==> config.mk <==
export PLATFORM = sky130hd
export DESIGN_NAME = time_display_scan
export DESIGN_NICKNAME = d
export VERILOG_FILES = /design/src/rtl/time_display_scan.sv
export SDC_FILE = /design/constraint.sdc
export NUM_CORES = 1
export LEC_CHECK = 0
export CORE_AREA = 10 10 92 94
export CTS_CLUSTER_DIAMETER = 30
export DETAILED_ROUTE_END_ITERATION = 10
export DIE_AREA = 0 0 102 104
export HOLD_SLACK_MARGIN = 0.1
export PLACE_DENSITY = 0.73
export SYNTH_ARGS = -nofsm -noshare
export SYNTH_HDL_FRONTEND = slang
export SYNTH_SLANG_ARGS = --single-unit
==> constraint.sdc <==
create_clock -name clk -period 7.18 [get_ports clk]
set_clock_uncertainty 0.2 [all_clocks]
set_input_delay 0.718 -clock clk [delete_from_list [all_inputs] [get_ports clk]]
set_output_delay 0.718 -clock clk [all_outputs]
set_load 0.05 [all_outputs]
==> src/rtl/time_display_scan.sv <==
// Multiplexed six-digit time display scanner for a 12-hour clock.
// Each frame captures a snapshot of the time inputs, converts it to BCD and
// scans the digits seconds-units (0) through hours-tens (5). Every digit is
// held for SCAN_DIV cycles. All outputs are registered and update together.
module time_display_scan #(
  parameter int SCAN_DIV = 4
) (
  input  logic       clk,
  input  logic       rst,
  input  logic [3:0] hours,
  input  logic [5:0] minutes,
  input  logic [5:0] seconds,
  input  logic       am_pm,
  output logic [6:0] seg,
  output logic [5:0] dig_en,
  output logic       dp,
  output logic       pm_led,
  output logic       frame_start,
  output logic       err
);

  localparam logic [15:0] PRESC_LAST = 16'(SCAN_DIV - 1);

  // Scan counters and snapshot
  logic [15:0] presc_q, presc_d;
  logic [2:0]  idx_q, idx_d;
  logic        pend_q;
  logic [3:0]  hrs_q, hrs_d;
  logic [5:0]  min_q, min_d;
  logic [5:0]  sec_q, sec_d;
  logic        ampm_q, ampm_d;
  logic        frame_go;

  // Registered outputs and their next values
  logic [6:0]  seg_q, seg_d;
  logic [5:0]  dig_en_q, dig_en_d;
  logic        dp_q, dp_d;
  logic        pm_led_q;
  logic        frame_start_q;
  logic        err_q, bad_d;

  logic [7:0]  hr_bcd, min_bcd, sec_bcd;
  logic [3:0]  nib;
  logic        blank;

  // Binary 0..63 to packed {tens, units} BCD.
  function automatic logic [7:0] to_bcd(input logic [5:0] v);
    return {4'(v / 6'd10), 4'(v % 6'd10)};
  endfunction

  // Seven-segment code, bit order {g,f,e,d,c,b,a}.
  function automatic logic [6:0] seg_code(input logic [3:0] d);
    case (d)
      4'd0:    return 7'h3F;
      4'd1:    return 7'h06;
      4'd2:    return 7'h5B;
      4'd3:    return 7'h4F;
      4'd4:    return 7'h66;
      4'd5:    return 7'h6D;
      4'd6:    return 7'h7D;
      4'd7:    return 7'h07;
      4'd8:    return 7'h7F;
      4'd9:    return 7'h6F;
      default: return 7'h00;
    endcase
  endfunction

  // A snapshot is illegal if any field is outside the 12-hour clock range.
  function automatic logic illegal(input logic [3:0] h, input logic [5:0] m,
                                   input logic [5:0] s);
    return (h == 4'd0) || (h > 4'd12) || (m > 6'd59) || (s > 6'd59);
  endfunction

  // Next scan position; a frame start resets the scan and takes a new snapshot.
  always_comb begin
    frame_go = pend_q || ((presc_q == PRESC_LAST) && (idx_q == 3'd5));
    presc_d  = presc_q + 16'd1;
    idx_d    = idx_q;
    hrs_d    = hrs_q;
    min_d    = min_q;
    sec_d    = sec_q;
    ampm_d   = ampm_q;
    if (frame_go) begin
      presc_d = 16'd0;
      idx_d   = 3'd0;
      hrs_d   = hours;
      min_d   = minutes;
      sec_d   = seconds;
      ampm_d  = am_pm;
    end else if (presc_q == PRESC_LAST) begin
      presc_d = 16'd0;
      idx_d   = idx_q + 3'd1;
    end
  end

  // Digit content for the next scan position, from the next snapshot.
  always_comb begin
    bad_d   = illegal(hrs_d, min_d, sec_d);
    hr_bcd  = to_bcd({2'b00, hrs_d});
    min_bcd = to_bcd(min_d);
    sec_bcd = to_bcd(sec_d);
    blank   = 1'b0;
    case (idx_d)
      3'd1:    nib = sec_bcd[7:4];
      3'd2:    nib = min_bcd[3:0];
      3'd3:    nib = min_bcd[7:4];
      3'd4:    nib = hr_bcd[3:0];
      3'd5: begin
        nib   = hr_bcd[7:4];
        blank = (hrs_d < 4'd10);
      end
      default: nib = sec_bcd[3:0];
    endcase
    if (bad_d)      seg_d = 7'h40;
    else if (blank) seg_d = 7'h00;
    else            seg_d = seg_code(nib);
    dig_en_d = 6'd1 << idx_d;
    dp_d     = !bad_d && ((idx_d == 3'd2) || (idx_d == 3'd4));
  end

  // Scan counter and snapshot state.
  always_ff @(posedge clk or negedge rst) begin
    if (!rst) begin
      presc_q <= '0;
      idx_q   <= '0;
      pend_q  <= 1'b1;
      hrs_q   <= '0;
      min_q   <= '0;
      sec_q   <= '0;
      ampm_q  <= 1'b0;
    end else begin
      presc_q <= presc_d;
      idx_q   <= idx_d;
      pend_q  <= 1'b0;
      hrs_q   <= hrs_d;
      min_q   <= min_d;
      sec_q   <= sec_d;
      ampm_q  <= ampm_d;
    end
  end

  // Output registers, cleared asynchronously so reset blanks the display at once.
  always_ff @(posedge clk or negedge rst) begin
    if (!rst) begin
      seg_q         <= '0;
      dig_en_q      <= '0;
      dp_q          <= 1'b0;
      pm_led_q      <= 1'b0;
      frame_start_q <= 1'b0;
      err_q         <= 1'b0;
    end else begin
      seg_q         <= seg_d;
      dig_en_q      <= dig_en_d;
      dp_q          <= dp_d;
      pm_led_q      <= ampm_d;
      frame_start_q <= frame_go;
      err_q         <= bad_d;
    end
  end

  assign seg         = seg_q;
  assign dig_en      = dig_en_q;
  assign dp          = dp_q;
  assign pm_led      = pm_led_q;
  assign frame_start = frame_start_q;
  assign err         = err_q;

endmodule

# --- Yosys cells after proc, flatten, opt, wreduce, memory -nomap -nowiden ---
# Memory sizes are Yosys's and may differ from the RTL's.
# Index checks and enable logic that the tools add are counted.
classes:
  addsub: 2
  div: 6
  n_lt_le_gt_ge: 4
  n_eq_ne: 7
  n_shift: 1
  n_mux: 11
  n_reduce_logical: 9
ops:
  columns: ["operator", "n"]
  rows:
  - ["$mux 16", 2]
  - ["$pmux 4 s5", 1]
  - ["$add 16x1->16 const B", 1]
  - ["$eq 16x2->1 const B", 1]
  - ["$mux 7", 2]
  - ["$div 6x4->6 const B", 2]
  - ["$gt 6x6->1 const B", 2]
  - ["$mod 6x4->6 const B", 2]
  - ["$mux 6", 2]
  - ["$eq 3x3->1 const B", 3]
  - ["$div 4x4->6 const B", 1]
  - ["$eq 3x2->1 const B", 2]
  - ["$mod 4x4->6 const B", 1]
  - ["$mux 3", 2]
  - ["$shl 1x3->6 const A", 1]
  - ["$logic_or 1x1->1", 5]
  - ["$gt 4x4->1 const B", 1]
  - ["$logic_not 4->1", 1]
  - ["$lt 4x4->1 const B", 1]
  - ["$mux 4", 1]
  - ["$add 3x1->3 const B", 1]
  - ["$eq 3x1->1 const B", 1]
  - ["$logic_and 1x1->1", 2]
  - ["$logic_not 1->1", 1]
  - ["$mux 1", 1]
word_totals:
  reg_bits: 53
  rom_bits: 112
  inputBits: 19
  out_inout_bits: 17
  word_cells: 53
  memories: 1
mem_list:
  columns: ["memory", "words", "width", "rd", "rd_clocked_by_memory_dff", "wr", "line_no", "rtl"]
  rows:
  - ["(no name shown)", 16, 7, 1, 0, 0, "53", "case (d)"]

# --- Depth between registers and ports, before layout ---
# Gate-level depths: netlist of the first run.
depth:
  word_depth: 10
  mapped_depth: 23

# --- Least setup slack after synthesis of the first run ---
# No wires, ideal clock.
synth_path:
  kind: "register -> register"
  startpoint: "register presc_q[0]"
  endpoint: "register seg_q[3] (netlist: seg[3])"
  setup_ns: 0.083
  arrival_ns: 4.766
  path_slack_ns: 2.131
  stages_incl_launch_ff: 21
  cell_sequence: "dfrtp_1 -> ha_1 -> or4b_1 -> buf_2 -> nor4_4 -> a31oi_4 -> inv_2 -> mux2i_1 -> o22ai_1 -> or2_4 -> o31ai_4 -> ha_1 -> o21ai_0 -> a21oi_1 -> o211ai_1 -> a31o_1 -> o211ai_1 -> a31o_2 -> ha_1 -> mux2_1 -> o22ai_1"
synth_between:
  elab_chain_len: 9
  elab_cells_between_ends: 32
synth_lines:
  columns: ["element", "line_no", "rtl"]
  rows:
  - ["from (decl)", "25", "logic [15:0] presc_q, presc_d;"]
  - ["from (signal assigned)", "132", "presc_q <= presc_d;"]
  - ["$eq 16x2->1 *", "76", "frame_go = pend_q || ((presc_q == PRESC_LAST) && (idx_q == 3'd5));"]
  - ["$logic_and 1x1->1 *", "76", null]
  - ["$logic_or 1x1->1 *", "76", null]
  - ["net frame_go", "32", "logic frame_go;"]
  - ["$mux 6 (tied with other cells)", "83", "if (frame_go) begin"]
  - ["$mod 6x4->6 (tied with other cells)", "48", "return {4'(v / 6'd10), 4'(v % 6'd10)};"]
  - ["$pmux 4 s5 or $logic_or 1x1->1 (tied branches)", "103, 71", null]
  - ["$mem_v2 16x7 or $logic_or 1x1->1 (tied branches)", null, null]
  - ["$mux 7 or $logic_or 1x1->1 (tied branches)", "115, 71", null]
  - ["$mux 7 *", "114", "if (bad_d) seg_d = 7'h40;"]
  - ["net seg_d[3]", "35", "logic [6:0] seg_q, seg_d;"]
  - ["to (signal assigned)", "152", "seg_q <= seg_d;"]
  - ["to (decl)", "35", null]
# Mark *: on every way through the listed nets, which the timed path passes. The rest lies on a longest branch.
# A chain may end at the register's enable or synchronous reset.

# --- Worst setup path in the final report of the first run ---
layout_path:
  startpoint: "register presc_q[0]"
  endpoint: "register seg_q[3] (netlist: seg[3])"
layout_between:
  elab_chain_len: 9
  elab_cells_between_ends: 32
layout_lines:
  columns: ["element", "line_no"]
  rows:
  - ["$eq 16x2->1 *", "76, 90"]
  - ["$logic_and 1x1->1", "76"]
  - ["$logic_or 1x1->1", "76"]
  - ["$mux 6 (tied with other cells)", "83"]
  - ["$mod 6x4->6 (tied with other cells)", "48"]
  - ["$pmux 4 s5 or $logic_or 1x1->1 (tied branches)", "103, 71"]
  - ["$mem_v2 16x7 or $logic_or 1x1->1 (tied branches)", null]
  - ["$mux 7 or $logic_or 1x1->1 (tied branches)", "115, 71"]
  - ["$mux 7 *", "114"]
  - ["net seg_d[3]", "35"]
# Marked as above.

==> results.txt, run 1 <==
----------------------------------------------------
[Timing]
  Final total negative setup slack ... 0 ns
  Setup repair after global routing missed its margin ... no
  Final Critical Period ... 6.051 ns
  Fin crit share ... 84.28%
  Number of max-slew violations in the final report ... 0
  Maximum achievable frequency ... 165.2 MHz
  Actual transition at the worst max-transition pin ... 0.7701 ns
  Setup violations, final ... 0
  Worst-case hold slack ... 0.2946 ns
  Worst relative slew slack ... 48.29%
  Final hold violation count ... 0

[Logic synthesis]
  Synthesized flop and latch total ... 53
  Share of synthesized area occupied by flip-flops and latches ... 38.92%
  Share of Yosys cell area claimed by the top area cell type ... 38.15%
  Share of flip-flops with an asynchronous set or reset after synthesis ... 100.0%
  Post-synth net total ... 392
  Largest area contributor in the synthesized netlist ... sky130_fd_sc_hd__dfrtp_1
  Most used flip-flop cell after synthesis ... sky130_fd_sc_hd__dfrtp_1
  Yosys synthesis warning count ... 0
  Unique cell type count in the Yosys netlist ... 74
  Most frequent cells after synthesis ... 52 x sky130_fd_sc_hd__dfrtp_1, 30 x sky130_fd_sc_hd__nor2_1, 27 x sky130_fd_sc_hd__inv_1
  Cell count after synthesis ... 360
  Cell types with the largest area share after synthesis ... sky130_fd_sc_hd__dfrtp_1 38%, sky130_fd_sc_hd__mux2i_1 5.6%, sky130_fd_sc_hd__ha_1 4.8%
  Post-synthesis cell area ... 3411 sq um
  Mean instance size in the synthesized netlist ... 9.474 sq um
  Number of enable-type register cells in the synthesized netlist ... 0
  Most common cell in the netlist ... sky130_fd_sc_hd__dfrtp_1

[Route]
  Via density ... 5.826
  Highest metal layer with signal wires ... met4
  Residual antenna-violating net count after detailed routing ... 0
  Met3 routed WL ... 241 microns
  Routed wire length ... 7581 microns
  Met2 wire len ... 3800 microns
  Routed metal-1 wirelength ... 3437 microns
  Number of design rule violations left after detail routing ... 0
  Detailed Routing Iterations Pass 1 ... 4
  Total via count in the routed design ... 2,738
  1st-iter DRT viols ... 137
  Average wire per standard cell ... 16.13 microns

[Place]
  Port Buffer Count ... 35
  Placed wire-length estimate ... 5857 microns
  Gp weighted congestion ... 0.8824
  Post-place instance area ... 3784 sq um

[CTS]
  Cells resized by post-CTS repair ... 0
  Clock buffer count from CTS ... 5
  Hold buffer count at cts ... 0
  Source-to-sink clock delay at the later pin of the worst-skew pair ... 0.31 ns
  Root cell of the clock tree ... sky130_fd_sc_hd__clkbuf_8
  Clock tree from TritonCTS ... built
  Setup Fix Bufs, Post-CTS ... 0
  CTS H-tree lvls ... 2
  Clock sink count ... 53
  Clock-pin slew on the worst setup and hold paths ... 0.10 ns
  CTS Buffer Depth ... 2

[Die]
  IO Count ... 36
  # rows ... 30
  Effective utilization at floorplan ... 51.05%
  DIE HEIGHT ... 104 microns
  Floorplan die area ... 10,610 sq um
  Chip width ... 102 microns
  Core Box Area ... 6681 sq um

[Power and ir drop]
  Power per cell area ... 225.7 nW/um^2
  Worst IR drop on VDD ... 0.1291 mV
  Leakage power summed over all cells ... 1.745 nW
  Power consumption ... 0.0008745 W

[Finish]
  Area Growth Syn to Fin ... 13.57%
  Post-route cell area ... 3874 sq um
  Fraction of the core area covered by cells at the end of the flow ... 57.98%
  Final nets ... 421
  Diodes inserted ... 0
  Share of post-route cells with drive strength above 1 ... 9.231%

[Global routing]
  Largest net degree at the start of global routing ... 54
  First-pass GRT wire length ... 12,840 microns
  Initial antenna violation count ... 0
  Number of global-route vias before repair ... 2,619
  Remaining global-route overflow ... 0
  GRT Overall Usage ... 14.70%

[Job]
  Maxcap violations ... 0

[Setup path]
  Launch point of the worst reg-to-reg path ... presc_q[0]
  Highest net fanout along the worst path ... 6
  Cell count of the worst reg-to-reg path ... 17
  Critical path data arrival time ... 6.08 ns
  Critical Path Source Type ... register
  Required time worst endpoint ... 7.21 ns
  Critical path start-end classification ... register to register
  Minimum setup slack among reg-to-reg paths ... 1.13 ns
  Kind of end point of the critical path ... register
  FF-to-FF End ... seg[3]

[Run status]
  Result of the run ... finished, final reports clean

[Worst hold path]
  Worst hold-check path type ... input pin to asynchronous set/reset pin

----------------------------------------------------
logic make-up (layout without fill, tap and decap cells):
| family | count (synthesis) | count (layout) | share of synthesized area (%) |
|---|---|---|---|
| XOR/XNOR | 15 | 15 | 3.852 |
| AO/OA/AOI/OAI | 81 | 81 | 17.76 |
| flip-flops | 53 | 53 | 38.92 |
| buffers and inverters | 47 | 77 | 5.980 |
| AND/OR/NAND/NOR | 123 | 123 | 19.74 |
| adder cells (fa/ha/maj) | 13 | 13 | 4.769 |
| multiplexers | 27 | 27 | 8.877 |
| other | 1 | 1 | 0.1099 |
placed cells by master (no fill, tap or decap), types with 5 or more instances in the layout:
cell,netlist,routed
sky130_fd_sc_hd__dfrtp_1,52,52
sky130_fd_sc_hd__clkdlybuf4s50_1,0,34
sky130_fd_sc_hd__nor2_1,30,30
sky130_fd_sc_hd__inv_1,27,27
sky130_fd_sc_hd__nand2_1,20,20
sky130_fd_sc_hd__mux2i_1,19,19
sky130_fd_sc_hd__o21ai_0,17,17
sky130_fd_sc_hd__nor3_1,14,14
sky130_fd_sc_hd__ha_1,13,13
sky130_fd_sc_hd__nand3_1,12,12
sky130_fd_sc_hd__xor2_1,10,10
sky130_fd_sc_hd__o22ai_1,10,10
sky130_fd_sc_hd__a21oi_1,8,8
sky130_fd_sc_hd__and3_1,6,6
sky130_fd_sc_hd__inv_2,5,5
sky130_fd_sc_hd__o211ai_1,5,5
sky130_fd_sc_hd__xnor2_1,5,5
sky130_fd_sc_hd__clkbuf_8,0,5
registers in the layout, summed over array words and instances, names as in the netlist:
name / flops
dig_en: 6
pm_led: 1
seg: 7
sec_q: 6
presc_q: 16
frame_start: 1
pend_q: 1
err: 1
min_q: 6
dp: 1
idx_q: 3
hrs_q: 4
area by class of cell:
type                    instances  area [sq um]
fillers                       590          2808
multi-input cells             260          1879
flip-flops and latches         53          1328
repair buffers                 36         352.8
inverters                      33         123.9
well taps                      80         100.1
clock buffers                   5         68.82
clock inverters                 3         21.27
worst max-delay path, cell delays in order (launching register included):
cell and delay (ns):
sky130_fd_sc_hd__dfrtp_1 0.41, sky130_fd_sc_hd__ha_1 0.25, sky130_fd_sc_hd__or4b_1 0.61, sky130_fd_sc_hd__nor4_4 0.57, sky130_fd_sc_hd__mux2i_1 0.61, sky130_fd_sc_hd__or2_0 0.36, sky130_fd_sc_hd__clkinv_1 0.19, sky130_fd_sc_hd__nor3_1 0.38
sky130_fd_sc_hd__or2_4 0.21, sky130_fd_sc_hd__inv_1 0.05, sky130_fd_sc_hd__ha_1 0.16, sky130_fd_sc_hd__o21ai_0 0.45, sky130_fd_sc_hd__nor4bb_1 0.39, sky130_fd_sc_hd__a211oi_1 0.12, sky130_fd_sc_hd__a31o_2 0.26, sky130_fd_sc_hd__ha_1 0.32
sky130_fd_sc_hd__mux2_1 0.32, sky130_fd_sc_hd__o22ai_1 0.11
power breakdown:
group	switching (W)	leakage [nW]	internal (W)
Combinational	0.000225	1.03	0.000135
Clock	0.000101	0.0445	0.0000694
Sequential	0.0000139	0.674	0.000331
Total	0.000340	1.75	0.000535
routing by layer:
metal	up-vias	global-route usage, %
met1	1323	19.30
met2	56	24.20
met4	0	4.435
met5	-	0
met3	9	1.927
li1	1350	-
metrics by stage:
stage,instances,setup WS [ns]
CTS,470,1.219
finish,470,1.129
global route,470,0.7128
global placement,462,1.418
detailed placement,462,1.275
floorplan,360,2.131
worst max path at each step:
stage | startpoint | cells after the start | to
after CTS | presc_q[0] | 19 | seg[3]
after floorplan | presc_q[0] | 20 | seg[3]
after global placement | presc_q[0] | 19 | seg[3]
final | presc_q[0] | 17 | seg[3]
after detailed placement | presc_q[0] | 20 | seg[3]
after global routing | presc_q[0] | 19 | seg[0]
Power figures use the tool's default switching activity.
==> run 2, diff against run 1 <==
Settings changed: PLACE_DENSITY 0.73 to 0.76.
Clock period 7.18 ns to 5.3 ns, I/O delays scaled along.
==> run 2 against run 1 <==
Worst hold slack got worse by 0.17 ns. Fmax increased by 18%. Global-route usage increased by 0.73 points. Sequential power is 35% higher. Core utilization increased by 3.8 points. Largest cell class unchanged.
==> results.txt, run 2 (synthesized netlist as in run 1, its figures left out) <==
----------------------------------------------------
[Finish]
  Footprint of the multi-input gates ... 1949 sq um (+3.7%)
  Area Growth Syn to Fin ... 21.09%
  Non-filler instance count after layout ... 492 (+4.7%)
  Most common cell after layout, fill and taps aside ... sky130_fd_sc_hd__dfrtp_1
  Fraction of the core area covered by cells at the end of the flow ... 61.82% (+3.8 points)
  Post-route cell area ... 4130 sq um (+6.6%)
  Share of post-route cells with drive strength above 1 ... 17.23% (+8.0 points)
  Area used by sequential logic in the layout ... 1328 sq um (unchanged)
  Diodes inserted ... 0 (unchanged)
  Largest register FFs ... 16 (unchanged)
  Largest register by flop count ... presc_q
  Final nets ... 443 (+5.2%)
  Count of filler cells inserted in the layout ... 552 (-6.4%)
  Commonest non-fill, non-tap cells in the layout ... 52 x sky130_fd_sc_hd__dfrtp_1, 34 x sky130_fd_sc_hd__clkdlybuf4s50_1, 29 x sky130_fd_sc_hd__nor2_1, 27 x sky130_fd_sc_hd__inv_1, 23 x sky130_fd_sc_hd__buf_4

[Die]
  Floorplan die area ... 10,610 sq um (unchanged)
  IO Count ... 36 (unchanged)
  Effective utilization at floorplan ... 51.05% (unchanged)
  # rows ... 30 (unchanged)
  DIE HEIGHT ... 104 microns (unchanged)
  Core Box Area ... 6681 sq um (unchanged)
  Chip width ... 102 microns (unchanged)

[Timing]
  Worst relative slew slack ... 47.67% (-0.62 points)
  Fin crit share ... 96.52% (+12 points)
  Final hold violation count ... 0 (unchanged)
  Maximum achievable frequency ... 195.5 MHz (+18%)
  Number of max-slew violations in the final report ... 0 (unchanged)
  Setup violations, final ... 0 (unchanged)
  Final Critical Period ... 5.116 ns (-0.9358 ns)
  Actual transition at the worst max-transition pin ... 0.7767 ns (+0.006655 ns)
  PnR worst setup slack ... 0.1843 ns (-0.9442 ns)

[Route]
  1st-iter DRT viols ... 150 (+9.5%)
  Routed wire length ... 8332 microns (+9.9%)
  Residual antenna-violating net count after detailed routing ... 0 (unchanged)
  Number of design rule violations left after detail routing ... 0 (unchanged)
  Total via count in the routed design ... 2,930 (+7.0%)
  Average wire per standard cell ... 16.93 microns (+5.0%)
  Detailed Routing Iterations Pass 1 ... 5 (+1)
  Via density ... 5.955 (+2.2%)

[Setup path]
  CP startpoint ... presc_q[9]
  Minimum setup slack among reg-to-reg paths ... 0.18 ns (-0.94 ns)
  Highest net fanout along the worst path ... 8 (+2)
  Critical Path Source Type ... register
  Launch point of the worst reg-to-reg path ... presc_q[9]
  Critical path data arrival time ... 5.14 ns (-0.94 ns)
  Critical path start-end classification ... register to register
  Kind of end point of the critical path ... register
  Required time worst endpoint ... 5.32 ns (-1.89 ns)

[Run status]
  Result of the run ... finished, final reports clean

[Power and ir drop]
  Power per cell area ... 309.6 nW/um^2 (+37%)
  Leakage power summed over all cells ... 1.864 nW (+6.8%)
  Power consumption ... 0.001279 W (+46%)
  Worst IR drop on VDD ... 0.1827 mV (+42%)

[CTS]
  Clock-pin slew on the worst setup and hold paths ... 0.10 ns (about the same)
  Source-to-sink clock delay at the later pin of the worst-skew pair ... 0.31 ns (about the same)
  Clock sink count ... 53 (unchanged)
  CTS Buffer Depth ... 2 (unchanged)
  Clock buffer count from CTS ... 5 (unchanged)
  Clock tree from TritonCTS ... built
  Root cell of the clock tree ... sky130_fd_sc_hd__clkbuf_8
  CTS H-tree lvls ... 2 (unchanged)

[Place]
  Pre-CTS setup slack ... -0.1165 ns (-1.392 ns)
  Gp weighted congestion ... 0.9549 (+8.2%)
  Port Buffer Count ... 35 (unchanged)
  Post-place instance area ... 3934 sq um (+4.0%)
  Placed wire-length estimate ... 6314 microns (+7.8%)
  Number of placed instances with taps included ... 482 (+4.3%)

[Worst hold path]
  Worst hold-check path type ... input pin to asynchronous set/reset pin

[Global routing]
  Initial antenna violation count ... 0 (unchanged)
  GRT Overall Usage ... 15.43% (+0.73 points)
  Number of global-route vias before repair ... 2,808 (+7.2%)
  Largest net degree at the start of global routing ... 54 (unchanged)
  Remaining global-route overflow ... 0 (unchanged)
  First-pass GRT wire length ... 13,570 microns (+5.7%)

[Job]
  Maxcap violations ... 0 (unchanged)

----------------------------------------------------
## run 2: final timing paths
kind / end / cells after the start
max: seg[3] / 19
min: sec_q[5] / 2
max reg2reg: seg[3] / 19
min reg2reg: pm_led / 1
max in group asynchronous: hrs_q[0] / 2
min in group clk: pm_led / 1
## run 2: layer usage
layer / vias to the layer above / global-route usage (%) / part of all wire [%]
met5: - / 0 / 0
met4: 0 / 4.536 / 2.3
met3: 17 / 2.591 / 5.4
met2: 93 / 26.99 / 51
met1: 1429 / 18.57 / 41
li1: 1391 / - / -
## run 2: layout make-up
class,instances,area share [%]
clock inverter,2,0.9391
sequential,53,32.14
timing repair buffer,58,12.54
inverter,33,2.999
clock buffer,6,1.757
tap,80,2.424
multi-input combinational,260,47.20
## run 2: timing repair
| action | 4_1_cts | 5_1_grt |
|---|---|---|
| hold buffers | 0 | 0 |
| setup buffers | 0 | 2 |
| setup endpoints to repair | 7 | 7 |
| pin swaps | 0 | 2 |
| resized for setup | 3 | 15 |
## run 2: worst max-delay path, cell delays in order (launching register included)
cell and delay [ns]:
sky130_fd_sc_hd__dfrtp_1 0.44, sky130_fd_sc_hd__or4_4 0.62, sky130_fd_sc_hd__nor4_4 0.38, sky130_fd_sc_hd__buf_4 0.20, sky130_fd_sc_hd__mux2i_2 0.31, sky130_fd_sc_hd__or2_4 0.24, sky130_fd_sc_hd__o22a_1 0.19, sky130_fd_sc_hd__nand2_1 0.13
sky130_fd_sc_hd__ha_1 0.33, sky130_fd_sc_hd__inv_1 0.14, sky130_fd_sc_hd__mux2i_1 0.08, sky130_fd_sc_hd__a21oi_1 0.12, sky130_fd_sc_hd__o2bb2ai_1 0.09, sky130_fd_sc_hd__ha_1 0.24, sky130_fd_sc_hd__or2_2 0.31, sky130_fd_sc_hd__o32ai_2 0.15
sky130_fd_sc_hd__o211a_1 0.21, sky130_fd_sc_hd__nor2_2 0.07, sky130_fd_sc_hd__or3_4 0.38, sky130_fd_sc_hd__o22ai_1 0.19
## run 2: per-stage QoR
step | hold WS [ns] | TNS, ns
floorplan | 0.03441 | 0
global placement | 0.2830 | 0
detailed placement | 0.2960 | -0.5473
CTS | 0.1607 | 0
global route | 0.1852 | -0.03973
finish | 0.1238 | 0
## run 2: power breakdown
part	total, W	switching [W]	internal [W]
logic	0.000532	0.000325	0.000208
clock network	0.000280	0.000138	0.000142
registers	0.000466	0.0000178	0.000448
total	0.00128	0.000480	0.000798
